--- src/rtl/mips_cpu_pkg.sv ---
// Shared types and instruction decode for the multi-cycle MIPS control sequencer.
package mips_cpu_pkg;

  typedef enum logic [2:0] {
    S_HALT   = 3'd0,
    S_FETCH  = 3'd1,
    S_DECODE = 3'd2,
    S_EXEC1  = 3'd3,
    S_EXEC2  = 3'd4
  } state_t;

  typedef enum logic [2:0] {
    C_ALU,
    C_LOAD,
    C_STORE,
    C_MULDIV,
    C_MFHILO,
    C_LINK
  } iclass_t;

  localparam logic [5:0] OP_SPECIAL = 6'h00;
  localparam logic [5:0] OP_REGIMM  = 6'h01;
  localparam logic [5:0] OP_LB      = 6'h20;
  localparam logic [5:0] OP_LH      = 6'h21;
  localparam logic [5:0] OP_LWL     = 6'h22;
  localparam logic [5:0] OP_LW      = 6'h23;
  localparam logic [5:0] OP_LBU     = 6'h24;
  localparam logic [5:0] OP_LHU     = 6'h25;
  localparam logic [5:0] OP_LWR     = 6'h26;
  localparam logic [5:0] OP_SB      = 6'h28;
  localparam logic [5:0] OP_SH      = 6'h29;
  localparam logic [5:0] OP_SW      = 6'h2b;

  localparam logic [5:0] FN_MFHI    = 6'h10;
  localparam logic [5:0] FN_MFLO    = 6'h12;
  localparam logic [5:0] FN_MULT    = 6'h18;
  localparam logic [5:0] FN_MULTU   = 6'h19;
  localparam logic [5:0] FN_DIV     = 6'h1a;
  localparam logic [5:0] FN_DIVU    = 6'h1b;

  localparam logic [4:0] RI_BLTZAL  = 5'h10;
  localparam logic [4:0] RI_BGEZAL  = 5'h11;

  // Anything not recognised falls into C_ALU: a strobe-free three-cycle instruction.
  function automatic iclass_t classify(input logic [5:0] op,
                                       input logic [5:0] fn,
                                       input logic [4:0] rt);
    iclass_t c;
    c = C_ALU;
    case (op)
      OP_SPECIAL: begin
        case (fn)
          FN_MULT, FN_MULTU, FN_DIV, FN_DIVU: c = C_MULDIV;
          FN_MFHI, FN_MFLO:                   c = C_MFHILO;
          default:                            c = C_ALU;
        endcase
      end
      OP_REGIMM: begin
        if (rt == RI_BLTZAL || rt == RI_BGEZAL) c = C_LINK;
      end
      OP_LB, OP_LH, OP_LWL, OP_LW, OP_LBU, OP_LHU, OP_LWR: c = C_LOAD;
      OP_SB, OP_SH, OP_SW:                                  c = C_STORE;
      default:                                              c = C_ALU;
    endcase
    return c;
  endfunction

endpackage

--- src/rtl/mips_cpu_sequencer_if.sv ---
// Data-memory bus between the sequencer (master) and the memory system (slave).
interface mips_cpu_sequencer_if #(
  parameter int unsigned ADDR_W = 32
);
  logic [ADDR_W-1:0] mem_addr;
  logic              waitrequest;
  logic              mem_read;
  logic              mem_write;
  logic [3:0]        byteenable;

  modport master (
    input  mem_addr, waitrequest,
    output mem_read, mem_write, byteenable
  );

  modport slave (
    output mem_addr, waitrequest,
    input  mem_read, mem_write, byteenable
  );
endinterface

--- src/rtl/mips_cpu_lane_decode.sv ---
// Little-endian byte-lane decode for data accesses, with misalignment detection for SH/SW.
module mips_cpu_lane_decode
  import mips_cpu_pkg::*;
(
  input  logic [5:0] opcode,
  input  logic [1:0] addr_lo,
  output logic [3:0] byteenable,
  output logic       misaligned
);

  always_comb begin
    byteenable = '0;
    misaligned = 1'b0;
    case (opcode)
      OP_LB, OP_LH, OP_LWL, OP_LW, OP_LBU, OP_LHU, OP_LWR: byteenable = '1;
      OP_SB: byteenable = 4'b0001 << addr_lo;
      OP_SH: begin
        if (addr_lo[0]) misaligned = 1'b1;
        else            byteenable = addr_lo[1] ? 4'b1100 : 4'b0011;
      end
      OP_SW: begin
        if (addr_lo != 2'b00) misaligned = 1'b1;
        else                  byteenable = '1;
      end
      default: ;
    endcase
  end

endmodule

--- src/rtl/mips_cpu_sequencer.sv ---
// Multi-cycle MIPS control sequencer: FETCH/DECODE/EXEC1/EXEC2 with bus stalls,
// mul/div interlock, sticky bus timeout and PC==0 halt.
module mips_cpu_sequencer
  import mips_cpu_pkg::*;
#(
  parameter int unsigned ADDR_W       = 32,
  parameter bit          MULDIV_STALL = 1'b1,
  parameter int unsigned MAX_WAIT     = 0
) (
  input  logic                 clk,
  input  logic                 reset,
  input  logic [5:0]           opcode,
  input  logic [5:0]           fncode,
  input  logic [4:0]           regimm,
  input  logic                 muldiv_busy,
  input  logic                 pc_next_zero,
  mips_cpu_sequencer_if.master bus,
  output logic [2:0]           state,
  output logic                 active,
  output logic                 ir_write,
  output logic                 pc_write,
  output logic                 muldiv_start,
  output logic                 misaligned,
  output logic                 bus_timeout
);

  localparam int unsigned WCW = (MAX_WAIT > 1) ? $clog2(MAX_WAIT + 1) : 1;
  localparam logic [WCW-1:0] WAIT_MAX  = WCW'(MAX_WAIT);
  localparam logic [WCW-1:0] WAIT_LAST = WCW'((MAX_WAIT == 0) ? 0 : MAX_WAIT - 1);

  state_t         state_q, state_n, done_st;
  iclass_t        iclass;
  logic [WCW-1:0] wait_cnt;
  logic           timeout_q;
  logic           bus_wait;
  logic           timeout_hit;
  logic [3:0]     lane_be;
  logic           lane_mis;
  logic           mem_rd, mem_wr;
  logic [3:0]     be;
  logic           unused_addr_hi;

  assign unused_addr_hi = ^bus.mem_addr[ADDR_W-1:2];
  assign iclass         = classify(opcode, fncode, regimm);

  mips_cpu_lane_decode u_lane (
    .opcode     (opcode),
    .addr_lo    (bus.mem_addr[1:0]),
    .byteenable (lane_be),
    .misaligned (lane_mis)
  );

  // The Nth consecutive stalled cycle is the last one tolerated.
  assign timeout_hit = (MAX_WAIT != 0) && bus_wait && (wait_cnt == WAIT_LAST);

  always_ff @(posedge clk) begin
    if (reset) begin
      state_q   <= S_FETCH;
      wait_cnt  <= '0;
      timeout_q <= 1'b0;
    end else begin
      state_q <= state_n;
      if (!bus_wait)                wait_cnt <= '0;
      else if (wait_cnt != WAIT_MAX) wait_cnt <= wait_cnt + 1'b1;
      if (timeout_hit) timeout_q <= 1'b1;
    end
  end

  always_comb begin
    state_n      = state_q;
    done_st      = pc_next_zero ? S_HALT : S_FETCH;
    ir_write     = 1'b0;
    pc_write     = 1'b0;
    mem_rd       = 1'b0;
    mem_wr       = 1'b0;
    be           = '0;
    muldiv_start = 1'b0;
    misaligned   = 1'b0;
    bus_wait     = 1'b0;
    case (state_q)
      S_HALT: state_n = S_HALT;
      S_FETCH: begin
        mem_rd = 1'b1;
        be     = '1;
        if (bus.waitrequest) begin
          bus_wait = 1'b1;
        end else begin
          ir_write = 1'b1;
          pc_write = 1'b1;
          state_n  = S_DECODE;
        end
      end
      S_DECODE: state_n = S_EXEC1;
      S_EXEC1: begin
        case (iclass)
          C_LOAD: begin
            mem_rd = 1'b1;
            be     = lane_be;
            if (bus.waitrequest) bus_wait = 1'b1;
            else                 state_n  = S_EXEC2;
          end
          C_STORE: begin
            if (lane_mis) begin
              misaligned = 1'b1;
              state_n    = done_st;
            end else begin
              mem_wr = 1'b1;
              be     = lane_be;
              if (bus.waitrequest) bus_wait = 1'b1;
              else                 state_n  = done_st;
            end
          end
          C_LINK: state_n = S_EXEC2;
          C_MULDIV: begin
            muldiv_start = 1'b1;
            state_n      = done_st;
          end
          C_MFHILO: begin
            if (!(MULDIV_STALL && muldiv_busy)) state_n = done_st;
          end
          default: state_n = done_st;
        endcase
      end
      S_EXEC2: state_n = done_st;
      default: state_n = S_HALT;
    endcase
    if (timeout_hit) state_n = S_HALT;
    // Reset forces the visible outputs to the post-reset picture in the same cycle.
    if (reset) begin
      ir_write     = 1'b0;
      pc_write     = 1'b0;
      mem_rd       = 1'b0;
      mem_wr       = 1'b0;
      be           = '0;
      muldiv_start = 1'b0;
      misaligned   = 1'b0;
    end
  end

  assign bus.mem_read   = mem_rd;
  assign bus.mem_write  = mem_wr;
  assign bus.byteenable = be;
  assign state          = reset ? S_FETCH : state_q;
  assign active         = reset || (state_q != S_HALT);
  assign bus_timeout    = timeout_q && !reset;

endmodule

--- src/flat_wrapper.sv ---
// flat-port wrapper written by rule: the top's interface ports become plain ports
module mips_cpu_sequencer_flat import mips_cpu_pkg::*;
#(
  parameter int unsigned ADDR_W       = 32,
  parameter bit          MULDIV_STALL = 1'b1,
  parameter int unsigned MAX_WAIT     = 0
)
  (clk, reset, opcode, fncode, regimm, muldiv_busy, pc_next_zero, state, active, ir_write, pc_write, muldiv_start, misaligned, bus_timeout, bus_mem_addr, bus_waitrequest, bus_mem_read, bus_mem_write, bus_byteenable);
  mips_cpu_sequencer_if #(.ADDR_W(ADDR_W)) bus_i ();
  input  logic clk;
  input  logic reset;
  input  logic [5:0] opcode;
  input  logic [5:0] fncode;
  input  logic [4:0] regimm;
  input  logic muldiv_busy;
  input  logic pc_next_zero;
  output logic [2:0] state;
  output logic active;
  output logic ir_write;
  output logic pc_write;
  output logic muldiv_start;
  output logic misaligned;
  output logic bus_timeout;
  input wire logic [$bits(bus_i.mem_addr)-1:0] bus_mem_addr;
  input wire logic [$bits(bus_i.waitrequest)-1:0] bus_waitrequest;
  output wire logic [$bits(bus_i.mem_read)-1:0] bus_mem_read;
  output wire logic [$bits(bus_i.mem_write)-1:0] bus_mem_write;
  output wire logic [$bits(bus_i.byteenable)-1:0] bus_byteenable;
  assign bus_i.mem_addr = bus_mem_addr;
  assign bus_i.waitrequest = bus_waitrequest;
  assign bus_mem_read = bus_i.mem_read;
  assign bus_mem_write = bus_i.mem_write;
  assign bus_byteenable = bus_i.byteenable;
  mips_cpu_sequencer #(.ADDR_W(ADDR_W), .MULDIV_STALL(MULDIV_STALL), .MAX_WAIT(MAX_WAIT)) u_core (.clk(clk), .reset(reset), .opcode(opcode), .fncode(fncode), .regimm(regimm), .muldiv_busy(muldiv_busy), .pc_next_zero(pc_next_zero), .bus(bus_i), .state(state), .active(active), .ir_write(ir_write), .pc_write(pc_write), .muldiv_start(muldiv_start), .misaligned(misaligned), .bus_timeout(bus_timeout));
endmodule
--- config.mk ---
export PLATFORM = sky130hd
export DESIGN_NAME = mips_cpu_sequencer_flat
export DESIGN_NICKNAME = d
export VERILOG_FILES = /design/src/rtl/mips_cpu_pkg.sv /design/src/rtl/mips_cpu_sequencer_if.sv /design/src/rtl/mips_cpu_lane_decode.sv /design/src/rtl/mips_cpu_sequencer.sv /design/src/flat_wrapper.sv
export SDC_FILE = /design/constraint.sdc
export NUM_CORES = 1
export LEC_CHECK = 0
export ABC_CLOCK_PERIOD_IN_PS = 1900
export CAP_MARGIN = 40
export CORE_MARGIN = 2
export CORE_UTILIZATION = 26
export CTS_CLUSTER_SIZE = 25
export DETAILED_ROUTE_END_ITERATION = 12
export GPL_ROUTABILITY_DRIVEN = 0
export PLACE_DENSITY = 0.88
export SLEW_MARGIN = 20
export SYNTH_ARGS = -nofsm -noshare
export SYNTH_HDL_FRONTEND = slang
export SYNTH_SLANG_ARGS = --single-unit
--- constraint.sdc ---
create_clock -name clk -period 1.9 [get_ports clk]
set_clock_uncertainty 0.1 [all_clocks]
set_input_delay 0.38 -clock clk [delete_from_list [all_inputs] [get_ports clk]]
set_output_delay 0.38 -clock clk [all_outputs]
set_load 0.05 [all_outputs]
Yosys cells after proc, flatten, opt, wreduce, memory -nomap -nowiden
Cells that the tools add are included.

storage, ports and cells
  register bits = 3
  input bits = 54
  word-level logic and storage cells = 84

operators by class
  equality and inequality tests = 32
  shift operators = 1
  muxes and demuxes = 40
  reductions and logical operators = 10

operators by type and width
  kind                                                                     count
  6-bit equality test, second input constant                               10
  6-bit by 5-bit equality test with 1-bit output, second input constant    6
  3-bit one-hot mux with 4 select lines                                    3
  3-bit two-way mux                                                        7
  4-bit two-way mux                                                        5
  1-bit two-way mux                                                        19
  4-bit one-hot mux with 2 select lines                                    2
  4-bit one-hot mux with 4 select lines                                    1
  3-bit by 2-bit equality test with 1-bit output, second input constant    4
  5-bit equality test, second input constant                               2
  3-bit equality test, second input constant                               3
  7-bit OR reduction                                                       1
  3-bit by 1-bit equality test with 1-bit output, second input constant    2
  6-bit by 1-bit equality test with 1-bit output, second input constant    1
  6-bit zero test                                                          1
  3-bit inequality test, second input constant                             2
  3-bit one-hot mux with 2 select lines                                    1
  4-bit by 3-bit inequality test with 1-bit output, second input constant  1
  1-bit one-hot mux with 2 select lines                                    2
  4-bit AND reduction                                                      1
  4-bit OR reduction                                                       1
  1-bit by 2-bit << shifter with 4-bit output, first input constant        1
  3-bit nonzero test                                                       1
  3-bit OR reduction                                                       1
  other kinds (4)                                                          5

Logic depth before layout (Yosys ltp)
Gate-level depths: netlist (run 1).

  depth in word-level cells = 8
  gate-level depth with buffers = 5
  mapped depth without buffers = 4

Hierarchy
From an unflattened synthesis (run 1), not the netlist that was laid out.

unflattened totals
  cell total of the unflattened synthesis = 79
  area total of the unflattened synthesis = 571.8 µm²

by module, submodules not included
  module                times used  cells an instance  area each (µm²)  sequential area each (µm²)
  mips_cpu_sequencer    1           61                 426.7            60.1
  mips_cpu_lane_decode  1           18                 145.1            0.0

Worst setup path before layout (run 1)
Ideal clock, no wire load.

  path kind = input to output
  start point = input opcode[3]
  end point = output muldiv_start
  arrival = 2.520 ns
  setup slack = -1.100 ns
  stages = 2
  path through = or4_1 -> nor4_1

between the ends
  longest elaborated chain between the ends = 7
  elaborated cells between the ends (all ways) = 19

ends and longest elaborated chain
  what                                                             line                       RTL
  from (decl)                                                      flat_wrapper.sv:12         input logic [5:0] opcode;
  6-bit equality test                                              mips_cpu_pkg.sv:50         case (op)
  7-bit OR reduction / 3-bit OR reduction (equally long branches)  mips_cpu_pkg.sv:50
  3-bit one-hot mux with 4 select lines (*)                        mips_cpu_pkg.sv:50
  3-bit by 2-bit equality test with 1-bit output (*)               mips_cpu_sequencer.sv:95   case (iclass)
  1-bit two-way mux (*)                                            mips_cpu_sequencer.sv:95
  1-bit two-way mux (*)                                            mips_cpu_sequencer.sv:80   case (state_q)
  1-bit two-way mux (*)                                            mips_cpu_sequencer.sv:129  if (reset) begin
  to (decl)                                                        flat_wrapper.sv:21         output logic muldiv_start;

Mark *: on every way between the ends. The rest lies on a longest branch, timed or not.

Worst setup path after layout (run 1)
  start point = input opcode[4]
  end point = output muldiv_start

The elaborated chain is that of the path after synthesis.

==> results of run 1 <==
## final cells by class
| cell class | instances | area [µm²] | share of cell area |
|---|---|---|---|
| Sequential cell | 3 | 63.8 | 0.0410 |
| Inverter | 1 | 3.75 | 0.00241 |
| Tap cell | 27 | 33.8 | 0.0217 |
| Multi-Input combinational cell | 66 | 737 | 0.474 |
| Clock buffer | 4 | 26.3 | 0.0169 |
| Timing Repair Buffer | 63 | 691 | 0.444 |
## cells in the mapped netlist, drive strengths merged, types with 3 or more instances
cell,instances,area (µm²)
nor2,8,30.0
o21ai,5,25.0
a21oi,3,15.0
nand2,4,15.0
nor3b,3,22.5
buf,5,42.5
dfxtp,3,60.1
nand2b,7,43.8
## per-stage QoR
step	util	setup WS [ns]	hold WS [ns]	TNS, ns
2_1_floorplan	-	-0.197	0.407	-0.212
3_5_place_dp	0.661	-0.616	0.490	-6.28
4_1_cts	0.738	-0.157	0.438	-0.682
5_1_grt	0.777	-0.172	0.496	-1.02
6_report	0.777	-0.155	0.480	-0.710
3_3_place_gp	0.661	-0.524	0.492	-5.41
## cell families (layout without fill, tap and decap cells)
group,after synthesis,after routing,share of synthesized area
and+or+nand+nor,44,44,0.531
other,1,1,0.00666
buffers and inverters,7,68,0.0889
AOI/OAI and AO/OA,18,18,0.218
muxes,1,1,0.0178
xor gates and xnor gates,2,2,0.0311
DFF,3,3,0.107
## worst max path at each step
stage | startpoint | endpoint | slack, ns | cells after the start
floorplan | opcode[3] | muldiv_start | -0.20 | 2
global placement | opcode[0] | bus_byteenable[2] | -0.52 | 6
detailed placement | opcode[0] | bus_byteenable[2] | -0.62 | 6
CTS | u_core.state_q[2] | muldiv_start | -0.16 | 6
global route | u_core.state_q[2] | bus_byteenable[2] | -0.17 | 7
finish | opcode[4] | muldiv_start | -0.15 | 4
## worst max-delay path, delay by kind of cell
kind / cells / cell delay, ns
simple gates: 2 / 0.91
buf+inv: 2 / 0.28
## layer usage
metal / vias up / GRT usage / part of all wire
met3: 4 / 0.0327 / 0.042
met5: - / 0 / 0
met1: 414 / 0.183 / 0.38
met2: 28 / 0.386 / 0.57
met4: 0 / 0.0766 / 0.011
li1: 408 / - / -
## repair_timing
item / in CTS / in global routing
endpoints found under the setup margin: 17 / 10
resized for setup: 54 / 26
pin swaps: 18 / 11
buffers inserted: 4 / 2
## report_power, final
part           internal, mW  switching, mW  leakage [nW]  total [mW]
registers            0.0741        0.00951        0.0254      0.0837
clock network        0.0791         0.0401        0.0150       0.119
logic                 0.273          0.290         0.620       0.563
==> impl_metrics.json, run 1 <==
{
  "clock-root-buffer": "clkbuf_4",
  "syn_inst": 76,
  "layout_common_cells": "buf_4, clkdlybuf4s50_1, buf_12",
  "fmax_mhz": 487,
  "worstHoldStart": "reset",
  "rsz0062_at_grt": "true",
  "p_per_area_nw_per_um2": 493,
  "h-tree-depth": 1,
  "critPathMaxFanout": 4,
  "syn2layout_area_growth_pct": 176,
  "layout-drive-gt1-share": 0.701,
  "nNetsFinal": 192,
  "p_total_mw": 0.766,
  "ys.warnings.count": 0,
  "place_inst": 154,
  "final_common_cell": "buf_4",
  "setup_slack_ns": -0.155,
  "antenna_found_initial": 0,
  "numCtsBuffers": 3,
  "start_util": 0.281,
  "clk_pin_slew_worst_paths_ns": 0.04,
  "path_cells": "buf_8, or4_4, nor4_4, buf_12",
  "drt_iter0_drc": 8,
  "violations": "setup timing",
  "cp.required_ns": 1.42,
  "synth_edf_count": 0,
  "final_cell_area_um2": 1560,
  "grt_pass1_wl_mm": 3.61,
  "hold_class": "in2reg",
  "grt_overflow_total": 0,
  "grt_max_degree": 9,
  "synth.ff_latch_count": 3,
  "layoutNonFillerInstCount": 164,
  "status": "finished, violations left",
  "die-area_um2": 2550,
  "r2r-start": "u_core.state_q[1]",
  "p_leak_nw": 0.660,
  "largest_register_ffs": 3,
  "place_hpwl_mm": 1.73,
  "via_per_inst": 5.21,
  "holdBufCountCts": 0,
  "r2r_cells": 5,
  "top_register": "u_core.state_q",
  "routedWlPerCell_um": 15.6,
  "synth_area_per_cell_um2": 7.41,
  "setup.worst_path.start_class": "input pin",
  "synthesis.area_um2": 563,
  "irDropWorstVdd_v": 0.000392,
  "hold_path_depth": 3,
  "grt_pass1_vias": 818,
  "synth_nets": 130,
  "wirelength_mm": 2.57,
  "crit_path_top_delay_cell": "or4_4",
  "dr.pass1.iters": 4,
  "core_um2": 2000,
  "ant_nets": 0,
  "die_x_um": 50.5,
  "post-route-min-period_ns": 2.05,
  "grt_use_total": 0.190,
  "clkLatencyLatePin_ns": 0.24,
  "synth_ff_type": "dfxtp_1",
  "r2r-end": "u_core.state_q[1]",
  "cpPeakStageDelay_ns": 0.55,
  "finalCritPeriodShare": 1.08,
  "ios": 69,
  "nFillCells": 123,
  "ys_async_sr_fraction": 0,
  "die_h_um": 50.5,
  "worstPathArrival_ns": 1.57,
  "via_count": 854,
  "portBuffers": 35,
  "clockBufferDepth": 2,
  "finalHoldViolations": 0,
  "antenna_cells": 0,
  "setup_viol": 6,
  "synth.distinct_cells": 43,
  "max_cap_violations": 0,
  "whs_endpoint": "u_core.state_q[0]",
  "seq_area_frac_synth": 0.107,
  "drc": 0,
  "critPathKind": "in2out",
  "cts.sinks": 3,
  "cts_tree": "built",
  "reg_top3": "u_core.state_q: 3 flops",
  "dpl_cell_area_um2": 1320,
  "worst_setup_path_end_kind": "output port",
  "r2r_setup_slack_ns": 0.41,
  "rows": 16,
  "slew_violations": 0
}
No activity file was read; power rests on OpenSTA's default activity.
==> run 2, diff against run 1 <==
--- a/config.mk
+++ b/config.mk
@@ -12,7 +12,9 @@
 export CTS_CLUSTER_SIZE = 25
 export DETAILED_ROUTE_END_ITERATION = 12
 export GPL_ROUTABILITY_DRIVEN = 0
+export GPL_TIMING_DRIVEN = 0
 export PLACE_DENSITY = 0.88
+export SKIP_CTS_REPAIR_TIMING = 1
 export SLEW_MARGIN = 20
 export SYNTH_ARGS = -nofsm -noshare
 export SYNTH_HDL_FRONTEND = slang
==> run 2 against run 1 <==
Effect of this change: the flow still finishes with violations (setup timing); sequential power shrank 2.6%; largest cell class unchanged; clock power decreased by 10%; final cell count shrank 7.9%; flip-flop and latch count did not move; highest routed layer unchanged; combinational power is 14% lower; power fell by 12%; first-iteration DRC count unchanged; fmax increased by 1.4%.
==> impl_metrics.json, run 2 (synthesized netlist as in run 1, its figures left out) <==
{
  "status": "finished, violations left",
  "violations": "setup timing",
  "place_inst": 136,
  "path_cells": "buf_4, or4_4, nor4_4, buf_6",
  "grt_pass1_vias": 704,
  "clock-root-buffer": "clkbuf_4",
  "fmax_mhz": 493,
  "cp_top_family": "simple AND/OR/NAND/NOR gates",
  "finalHoldViolations": 0,
  "nFillCells": 157,
  "crit_path_top_delay_cell": "or4_4",
  "wl_met2_mm": 1.11,
  "p_total_mw": 0.674,
  "cts_tree": "built",
  "grt_pass1_wl_mm": 2.88,
  "max_cap_violations": 0,
  "post-route-min-period_ns": 2.03,
  "reg_top3": "u_core.state_q: 3 flops",
  "worst_pin_slew_ns": 0.502,
  "setup.worst_path.start_class": "input pin",
  "grt_overflow_total": 0,
  "drt_iter0_drc": 8,
  "die_x_um": 50.5,
  "portBuffers": 33,
  "postLayoutCoreUtil": 0.641,
  "layout-drive-gt1-share": 0.597,
  "cpPeakStageDelay_ns": 0.55,
  "clockBufferDepth": 2,
  "worst_setup_path_end_kind": "output port",
  "cts.sinks": 3,
  "top_register": "u_core.state_q",
  "largest_register_ffs": 3,
  "p_per_area_nw_per_um2": 526,
  "layoutNonFillerInstCount": 151,
  "via_count": 789,
  "place_hpwl_mm": 1.47,
  "place_ws_ns": -1.21,
  "setup_tns_ns": -0.663,
  "critPathKind": "in2out",
  "drc": 0,
  "ios": 69,
  "irDropWorstVdd_v": 0.000343,
  "routedWlPerCell_um": 14.0,
  "die-area_um2": 2550,
  "setup_viol": 7,
  "layout_common_cells": "buf_6, buf_4, clkdlybuf4s50_1",
  "via_per_inst": 5.23,
  "clkLatencyLatePin_ns": 0.23,
  "hold_class": "in2reg",
  "ant_nets": 0,
  "slew_violations": 0,
  "clk_pin_slew_worst_paths_ns": 0.03,
  "start_util": 0.281,
  "rsz0062_at_grt": "true",
  "p_leak_nw": 0.551,
  "critPathMaxFanout": 4,
  "h-tree-depth": 1,
  "routedLengthMet1_um": 870,
  "setup_slack_ns": -0.126,
  "die_h_um": 50.5,
  "syn2layout_area_growth_pct": 128,
  "dr.pass1.iters": 4,
  "maxSlewHeadroom": 0.665,
  "cp.buffers_inverters": 2,
  "numCtsBuffers": 3,
  "final_common_cell": "buf_6",
  "nNetsFinal": 179,
  "worstPathArrival_ns": 1.55,
  "core_um2": 2000,
  "cp.required_ns": 1.42,
  "antenna_found_initial": 0,
  "grt_max_degree": 11,
  "wl_met3_um": 97,
  "wirelength_mm": 2.11,
  "highest_layer": "met4",
  "finalCritPeriodShare": 1.07,
  "rows": 16,
  "grt_use_total": 0.140,
  "antenna_cells": 0
}
-- run 2: cell types whose count changed in the layout (fill, tap and decap cells not counted), moves of 3 or more --
cell / previous run / this run
buf_6: 9 / 15
buf_12: 12 / 0
dlymetal6s2s_1: 0 / 3
clkbuf_2: 1 / 6
dfxtp_2: 3 / 0
buf_4: 25 / 13
-- run 2: area by class of cell --
| type | instances | area (µm²) | share of cell area |
|---|---|---|---|
| Buffer | 6 | 57.6 | 0.0449 |
| Tap cell | 27 | 33.8 | 0.0263 |
| Multi-Input combinational cell | 66 | 692 | 0.540 |
| Clock buffer | 4 | 26.3 | 0.0205 |
| Inverter | 1 | 3.75 | 0.00293 |
| Timing Repair Buffer | 44 | 402 | 0.313 |
| Sequential cell | 3 | 67.6 | 0.0527 |
-- run 2: stage by stage --
stage	hold slack [ns]	area, µm²
detailed placement	0.534	1080
global placement	0.500	1080
global route	0.457	1280
finish	0.420	1280
CTS	0.541	1110
floorplan	0.407	717
-- run 2: final timing paths --
kind	from	endpoint	slack, ns	cells past startpoint
min reg2reg	u_core.state_q[2]	u_core.state_q[1]	0.51	2
max reg2reg	u_core.state_q[2]	u_core.state_q[0]	0.49	4
min	reset	u_core.state_q[0]	0.42	3
max	opcode[4]	muldiv_start	-0.13	4
-- run 2: routing by layer --
layer  track usage  up-vias
met2         0.276       30
met4        0.0270        0
met3       0.00893        4
li1              -      385
met1         0.162      370
met5             0        -
-- run 2: worst min-delay path: cells and delay by family --
| family | cells | cell delay (ns) |
|---|---|---|
| buf+inv | 1 | 0.18 |
| simple gates | 2 | 0.15 |
-- run 2: power breakdown --
group | internal [mW] | total [mW] | switching (mW)
Sequential | 0.0725 | 0.0815 | 0.00907
Combinational | 0.215 | 0.485 | 0.270
Clock | 0.0784 | 0.107 | 0.0289
==> run 3, diff against run 2 <==
--- a/config.mk
+++ b/config.mk
@@ -12,7 +12,6 @@
 export CTS_CLUSTER_SIZE = 25
 export DETAILED_ROUTE_END_ITERATION = 12
 export GPL_ROUTABILITY_DRIVEN = 0
-export GPL_TIMING_DRIVEN = 0
 export PLACE_DENSITY = 0.88
 export SKIP_CTS_REPAIR_TIMING = 1
 export SLEW_MARGIN = 20
==> run 3 against run 2 <==
Effect of this change: first-iteration DRC count grew 13%; core utilization is 13 points higher; via count up 9.9%; final cell count up 9.3%; design area up 21%; wire length is 24% higher; clock-buffer cell count is the same; the run still ends with setup timing left; critical path depth is 2 higher; sequential share of layout area decreased by 1.1 points; critical path type is now reg2out; combinational power increased by 17%.
==> impl_metrics.json, run 3 (synthesized netlist as in run 1, its figures left out) <==
{
  "grt_pass1_wl_mm": 3.24,
  "place_ws_ns": -0.616,
  "p_int_mw": 0.427,
  "final_common_cell": "buf_4",
  "layout_common_cells": "buf_4, clkdlybuf4s50_1, buf_12",
  "die_x_um": 50.5,
  "irDropWorstVdd_v": 0.000390,
  "ios": 69,
  "dr.pass1.iters": 4,
  "finalHoldViolations": 0,
  "r2r_cells": 5,
  "grt_max_degree": 9,
  "die-area_um2": 2550,
  "cp-startpoint": "u_core.state_q[2]",
  "cts_tree": "built",
  "hold_class": "in2reg",
  "dpl_cell_area_um2": 1320,
  "r2r-start": "u_core.state_q[1]",
  "antenna_found_initial": 0,
  "wirelength_mm": 2.62,
  "start_util": 0.281,
  "post-route-min-period_ns": 2.09,
  "seq_area_um2": 63.8,
  "nFillCells": 128,
  "nNetsFinal": 193,
  "postLayoutCoreUtil": 0.773,
  "syn2layout_area_growth_pct": 175,
  "finalCritPeriodShare": 1.10,
  "r2r_setup_slack_ns": 0.27,
  "die_h_um": 50.5,
  "top_register": "u_core.state_q",
  "cts.sinks": 3,
  "layout-drive-gt1-share": 0.688,
  "routedLengthMet1_um": 983,
  "setup_viol": 10,
  "drt_iter0_drc": 9,
  "clock-root-buffer": "clkbuf_4",
  "highest_layer": "met4",
  "setup_tns_ns": -1.07,
  "fmax_mhz": 479,
  "setup_slack_ns": -0.186,
  "worstPathArrival_ns": 1.61,
  "via_per_inst": 5.25,
  "antenna_cells": 0,
  "routedWlPerCell_um": 15.9,
  "p_sw_mw": 0.341,
  "ant_nets": 0,
  "grt_overflow_total": 0,
  "setup.worst_path.start_class": "flop",
  "status": "finished, violations left",
  "pwr-share-clk": 0.152,
  "place_hpwl_mm": 1.73,
  "multi_input_area_um2": 739,
  "rows": 16,
  "violations": "setup timing",
  "pwr-share-comb": 0.739,
  "switching_share": 0.444,
  "h-tree-depth": 1,
  "p_per_area_nw_per_um2": 496,
  "grt_pass1_vias": 814,
  "final_cell_area_um2": 1550,
  "clkLatencyLatePin_ns": 0.24,
  "p_leak_nw": 0.656,
  "largest_register_ffs": 3,
  "r2r-end": "u_core.state_q[0]",
  "via_count": 867,
  "worst_setup_path_end_kind": "output port",
  "clockBufferDepth": 2,
  "rsz0062_at_grt": "true",
  "critPathKind": "reg2out",
  "power_frac_seq": 0.109,
  "cp.required_ns": 1.42,
  "critPathMaxFanout": 4,
  "max_cap_violations": 0,
  "slew_violations": 0,
  "drc": 0,
  "cp-endpoint": "muldiv_start",
  "grt_use_total": 0.165,
  "numCtsBuffers": 3,
  "portBuffers": 35,
  "wl_met3_um": 128,
  "reg_top3": "u_core.state_q: 3 flops",
  "wl_met2_mm": 1.44,
  "core_um2": 2000,
  "clk_pin_slew_worst_paths_ns": 0.04
}
-- run 3: changes by cell type in the layout (fill, tap and decap cells not counted), sizes merged --
cell          before  now
clkbuf            10    7
buf               29   47
dlymetal6s2s       3    2
-- run 3: critical path, stage by stage, from the launching register on --
cell      delay (ns)
dfxtp_2         0.31
nand2b_4        0.15
nor3b_2         0.17
buf_4           0.17
nand2_4         0.05
nor4_4          0.34
buf_12          0.18
-- run 3: final cells by class --
| cell class | count | share of cell area |
|---|---|---|
| clock buffer | 4 | 0.0170 |
| inverter | 1 | 0.00243 |
| multi-input combinational | 66 | 0.478 |
| sequential | 3 | 0.0412 |
| tap | 27 | 0.0218 |
| timing repair buffer | 64 | 0.440 |
-- run 3: worst min-delay path by stage --
stage                            startpoint                 to  cells past startpoint
final                                 reset  u_core.state_q[0]                      3
after CTS                 u_core.state_q[0]  u_core.state_q[0]                      3
after global placement    u_core.state_q[0]  u_core.state_q[0]                      3
after detailed placement  u_core.state_q[0]  u_core.state_q[0]                      3
after floorplan                       reset  u_core.state_q[0]                      2
after global routing                  reset  u_core.state_q[0]                      3
-- run 3: through the flow --
stage | hold slack, ns | instances | power (mW)
finish | 0.475 | 165 | 0.768
global route | 0.498 | 165 | 0.795
CTS | 0.502 | 158 | 0.700
detailed placement | 0.490 | 154 | 0.579
global placement | 0.492 | 154 | 0.567
floorplan | 0.407 | 76 | 0.361
-- run 3: power groups by stage --
stage / Combinational [mW] / Sequential (mW) / Clock (mW)
final: 0.567 / 0.0840 / 0.116
after global routing: 0.588 / 0.0850 / 0.121
after CTS: 0.499 / 0.0810 / 0.120
after detailed placement: 0.497 / 0.0821 / 0
after global placement: 0.485 / 0.0814 / 0
after floorplan: 0.282 / 0.0783 / 0
-- run 3: metal layers --
layer  global-route usage  up-vias
met4                0.104        0
met5                    0        -
li1                     -      411
met2                0.329       30
met3               0.0298        8
met1                0.149      418
